<file path="config.mk">
export PLATFORM = sky130hd
export DESIGN_NAME = encoder_16to4_stream
export DESIGN_NICKNAME = d
export VERILOG_FILES = /design/src/rtl/encoder_16to4_stream.sv
export SDC_FILE = /design/constraint.sdc
export NUM_CORES = 1
export LEC_CHECK = 0
export ABC_AREA = 1
export ABC_CLOCK_PERIOD_IN_PS = 2500
export CAP_MARGIN = 25
export CELL_PAD_IN_SITES_DETAIL_PLACEMENT = 2
export CELL_PAD_IN_SITES_GLOBAL_PLACEMENT = 2
export CORE_MARGIN = 2
export CORE_UTILIZATION = 30
export CTS_BUF_LIST = sky130_fd_sc_hd__clkbuf_4
export CTS_CLUSTER_DIAMETER = 120
export CTS_CLUSTER_SIZE = 30
export DETAILED_ROUTE_END_ITERATION = 10
export GPL_TIMING_DRIVEN = 0
export MAX_ROUTING_LAYER = met4
export PLACE_DENSITY_LB_ADDON = 0.1
export SLEW_MARGIN = 20
export SYNTH_ARGS = -nofsm -noshare
export SYNTH_HDL_FRONTEND = slang
export SYNTH_SLANG_ARGS = --single-unit
</file>
<file path="constraint.sdc">
create_clock -name clk -period 2.5 [get_ports clk]
set_clock_uncertainty 0.1 [all_clocks]
set_input_delay 0.5 -clock clk [delete_from_list [all_inputs] [get_ports clk]]
set_output_delay 0.5 -clock clk [all_outputs]
set_load 0.005 [all_outputs]
</file>
<file path="src/rtl/encoder_16to4_stream.sv">
// Streaming 16-to-4 priority encoder: accepts a 16-bit request vector and emits
// the index of every set bit, one beat per handshake, in LSB- or MSB-first order.
module encoder_16to4_stream #(
  parameter bit LSB_FIRST = 1'b1
) (
  input  logic        clk,
  input  logic        rst_n,
  input  logic        in_valid,
  output logic        in_ready,
  input  logic [15:0] in_vec,
  output logic        out_valid,
  input  logic        out_ready,
  output logic [3:0]  out_code,
  output logic        out_last,
  output logic        out_none,
  output logic        busy
);

  typedef enum logic [0:0] {
    IDLE = 1'b0,
    SCAN = 1'b1
  } state_t;

  state_t      state_r, state_s;
  logic [15:0] pending_r, pending_s;
  logic        none_r, none_s;
  logic [3:0]  code_s;
  logic        last_s;
  logic        fire_s;

  function automatic logic [3:0] pick_index(input logic [15:0] v, input bit lsb_first);
    logic [3:0] idx;
    idx = 4'd0;
    if (lsb_first) begin
      for (int i = 15; i >= 0; i--) begin
        if (v[i]) idx = 4'(i);
        else      idx = idx;
      end
    end else begin
      for (int i = 0; i < 16; i++) begin
        if (v[i]) idx = 4'(i);
        else      idx = idx;
      end
    end
    return idx;
  endfunction

  function automatic logic at_most_one(input logic [15:0] v);
    return ((v & (v - 16'd1)) == 16'd0);
  endfunction

  // Next-state and pending-vector update for the accept/scan handshakes.
  always_comb begin
    state_s   = state_r;
    pending_s = pending_r;
    none_s    = none_r;
    code_s    = pick_index(pending_r, LSB_FIRST);
    last_s    = at_most_one(pending_r);
    fire_s    = out_valid & out_ready;
    case (state_r)
      IDLE: begin
        if (in_valid) begin
          pending_s = in_vec;
          none_s    = (in_vec == 16'd0);
          state_s   = SCAN;
        end else begin
          state_s   = IDLE;
        end
      end
      SCAN: begin
        if (fire_s) begin
          pending_s = pending_r & ~(16'd1 << code_s);
          none_s    = 1'b0;
          if (last_s) state_s = IDLE;
          else        state_s = SCAN;
        end else begin
          state_s = SCAN;
        end
      end
      default: begin
        state_s   = IDLE;
        pending_s = 16'd0;
        none_s    = 1'b0;
      end
    endcase
  end

  // State and pending-vector registers.
  always_ff @(posedge clk or negedge rst_n) begin
    if (!rst_n) begin
      state_r   <= IDLE;
      pending_r <= 16'd0;
      none_r    <= 1'b0;
    end else begin
      state_r   <= state_s;
      pending_r <= pending_s;
      none_r    <= none_s;
    end
  end

  // Outputs are registered from the next state so they present with one cycle
  // of latency and stay frozen whenever no handshake occurs.
  always_ff @(posedge clk or negedge rst_n) begin
    if (!rst_n) begin
      in_ready  <= 1'b1;
      out_valid <= 1'b0;
      busy      <= 1'b0;
      out_code  <= 4'd0;
      out_last  <= 1'b0;
      out_none  <= 1'b0;
    end else begin
      in_ready  <= (state_s == IDLE);
      out_valid <= (state_s == SCAN);
      busy      <= (state_s == SCAN);
      out_code  <= pick_index(pending_s, LSB_FIRST);
      out_last  <= (state_s == SCAN) ? at_most_one(pending_s) : 1'b0;
      out_none  <= none_s;
    end
  end

endmodule
</file>
==> results.txt <==
Outcome = complete, no violations
Drt wl/cell = 17.5 um
Deepest clock path buffer count = 2
# port buffers = 28
Worst Tran Pin Value = 0.553 ns
TritonCTS Sinks = 24
Register area share after synthesis = 0.340
Share of cells above drive strength 1 = 0.238
DR iter-0 viols = 81
Crit-path max FO = 5
Cts bufs inserted = 3
PwrDens = 1340 nW/um^2
Required time of the critical path = 2.64 ns
DRC violations left = 0
Compound-cell area share of the yosys netlist = 0.209
Placement row count = 27
DRT Wirelength = 6550 um
Fill cells = 674
Maximum vdd drop = 623 uV
Pin count of the biggest net entering global routing = 25
Post-route insts no fill = 375
Die span in y = 80.8 um
Post-Synth Adder-Cell Area = 0
Yosys cell types = 37
First-pass DRT Iterations = 4
Fmax = 400 MHz
Die Wd = 80.8 um
RSZ-0062 raised after global routing = yes
Hold_buf cts = 0
Reg clk slew, reported paths = 0.14 ns
N_diodes = 0
Initial antenna violation count = 0
Clock Latency Late Sink = 0.31 ns
Psw = 0.00168 W
CTS tree = built
Crit share post-route = 1.00
Final GP Congestion = 0.843
Detail Route Antenna Nets = 0
Synth Warn # = 0
Final core occ = 0.419
Final hold vios = 0
Number of flops mapped to enable cells by yosys = 0
Max-slew violation count = 0
Synthesized area = 1770 um^2
# setup viols final = 0
Comb pwr share = 0.722
Via-to-Cell Ratio = 5.08
Mapped Nets = 282
Most frequent cells after synthesis = 57 x nand2_1, 45 x inv_1, 28 x nor2_1
H-Tree Level Count = 1
FF-to-FF path depth = 15
Synth Flop Type = dfrtp_1
Die footprint = 6520 um^2
Core box area = 5610 um^2
Fin nets = 324
DR vias = 1905
Final Critical Period = 2.50 ns
Largest family of logic cells by synthesized area = simple AND/OR/NAND/NOR gates
Final hold slack = 0.0603 ns
Dpl hpwl = 5240 um
Yosys reg bits = 24
Area contributors post-synth = dfrtp_1 33%, nand2_1 12%, inv_1 9.6%
Sequential power share = 0.223
Max cap viols = 0
Switching Share = 0.535
Top-count cell post-synth = nand2_1
Mapped Cells = 262
Starting Density = 0.315
Post-synthesis mux area share = 0
Leading area contributor after synthesis = dfrtp_1
Root buffer cell = clkbuf_4
Post-Place Cells = 362
Post-synthesis xor/xnor area fraction = 0
Nature of the critical path startpoint = register
Top cell type's share of synthesized area = 0.326
Internal cell power = 0.00147 W
Worst path arrival time = 2.64 ns
P&R area growth vs syn = 32.9%
Global-route wire length before repair = 10600 um
Ys async rst share = 1.00
IO Count = 29
Post-synthesis average cell area = 6.75 um^2
Clock share of power = 0.055
Worst min path class = in2async
Leak pwr = 1.14 nW
Dpl ws = -0.639 ns
Total power after layout = 0.00315 W
Synth Area in Simple Gates = 0.318
Vias in the first global route = 2015
GR Overflow Total = 0
GRT Util Overall = 0.219
Setup CP Type = reg2reg
Normalized max-slew margin = 0.631
Worst setup margin = 0.000544 ns
Critical Path Sink Type = register
## layout make-up
| cell class | instances | area [um^2] | share of cell area |
|---|---|---|---|
| tap | 72 | 90.1 | 0.0383 |
| clock buffer | 3 | 22.5 | 0.00958 |
| sequential | 24 | 608 | 0.259 |
| timing repair buffer | 37 | 340 | 0.145 |
| buffer | 5 | 40.0 | 0.0170 |
| inverter | 52 | 196 | 0.0836 |
| multi-input combinational | 181 | 1050 | 0.446 |
| clock inverter | 1 | 3.75 | 0.00160 |
## critical path: stages (launching register included)
cell and delay [ns]:
dfrtp_2 0.45, nor2_4 0.18, nand2_4 0.11, nor2_4 0.20, nand2_4 0.09, nor2_4 0.10, a21oi_2 0.06, a21oi_2 0.21
inv_2 0.08, nor2_4 0.14, nand2_2 0.09, nor3_4 0.20, nand2_1 0.09, o21ai_1 0.13, inv_1 0.06, nor3_2 0.13
## cells in the final DEF (no fill, tap or decap), types with 2 or more instances in the layout
cell	n
a211oi_1	4
a21oi_1	9
a21oi_2	7
a22oi_1	2
a31oi_1	2
buf_2	2
buf_4	10
buf_6	2
clkbuf_4	3
clkdlybuf4s50_1	25
clkinv_1	2
dfrtp_1	18
dfrtp_2	5
dlygate4sd2_1	2
inv_1	43
inv_2	7
nand2_1	54
nand2_2	4
nand2_4	2
nand3_1	5
nand4_1	3
nor2_1	20
nor2_2	10
nor2_4	12
nor3_1	5
nor4_1	2
o211ai_1	3
o21a_1	2
o21ai_0	12
o21ai_1	3
o221ai_2	2
o22ai_1	7
or2_1	2
## stage by stage
step,TNS (ns),area [um^2]
6_report,0,2350
5_1_grt,-0.694,2350
4_1_cts,-0.00575,2210
3_5_place_dp,-1.91,2130
3_3_place_gp,-1.38,2140
2_1_floorplan,0,1770
## path summary, 6_finish.rpt
| path | start | to | slack (ns) |
|---|---|---|---|
| worst max-delay path | pending_r[0] | out_last | 0.0005 |
| worst min-delay path | rst_n | pending_r[8] | 0.06 |
| worst max register to register | pending_r[0] | out_last | 0.0005 |
| worst min register to register | out_none | out_none | 0.45 |
| max in group asynchronous | rst_n | pending_r[4] | 1.85 |
| min in group clk | out_none | out_none | 0.45 |
## what timing repair did
action,in CTS,in global routing
pin swaps,5,11
endpoints found under the setup margin,4,5
buffers inserted,2,7
resized for setup,14,26
gates cloned,0,0
## cell families (layout without fill, tap and decap cells)
logic type,Yosys count,count (layout)
AOI/OAI and AO/OA,58,58
buffers and inverters,57,98
DFF,24,24
and+or+nand+nor,123,123
## state kept, by name, summed over array words and instances (netlist names)
register,flops
out_last,1
busy,1
out_code,4
out_none,1
pending_r,16
in_ready,1
## power groups by stage
| stage | logic (W) | registers [W] | clock network [W] |
|---|---|---|---|
| after global routing | 0.00258 | 0.000716 | 0.000194 |
| after CTS | 0.00201 | 0.000684 | 0.000181 |
| after global placement | 0.00185 | 0.000682 | 0 |
| after floorplan | 0.00135 | 0.000636 | 0 |
| final | 0.00227 | 0.000703 | 0.000173 |
| after detailed placement | 0.00192 | 0.000689 | 0 |
## metal layers
metal / GRT usage / wire length (um)
met1: 0.303 / 3190
met3: 0.0100 / 110
met5: - / 0
met2: 0.363 / 3170
met4: 0.0441 / 81
Note: power is estimated with default switching activity, not from simulation.
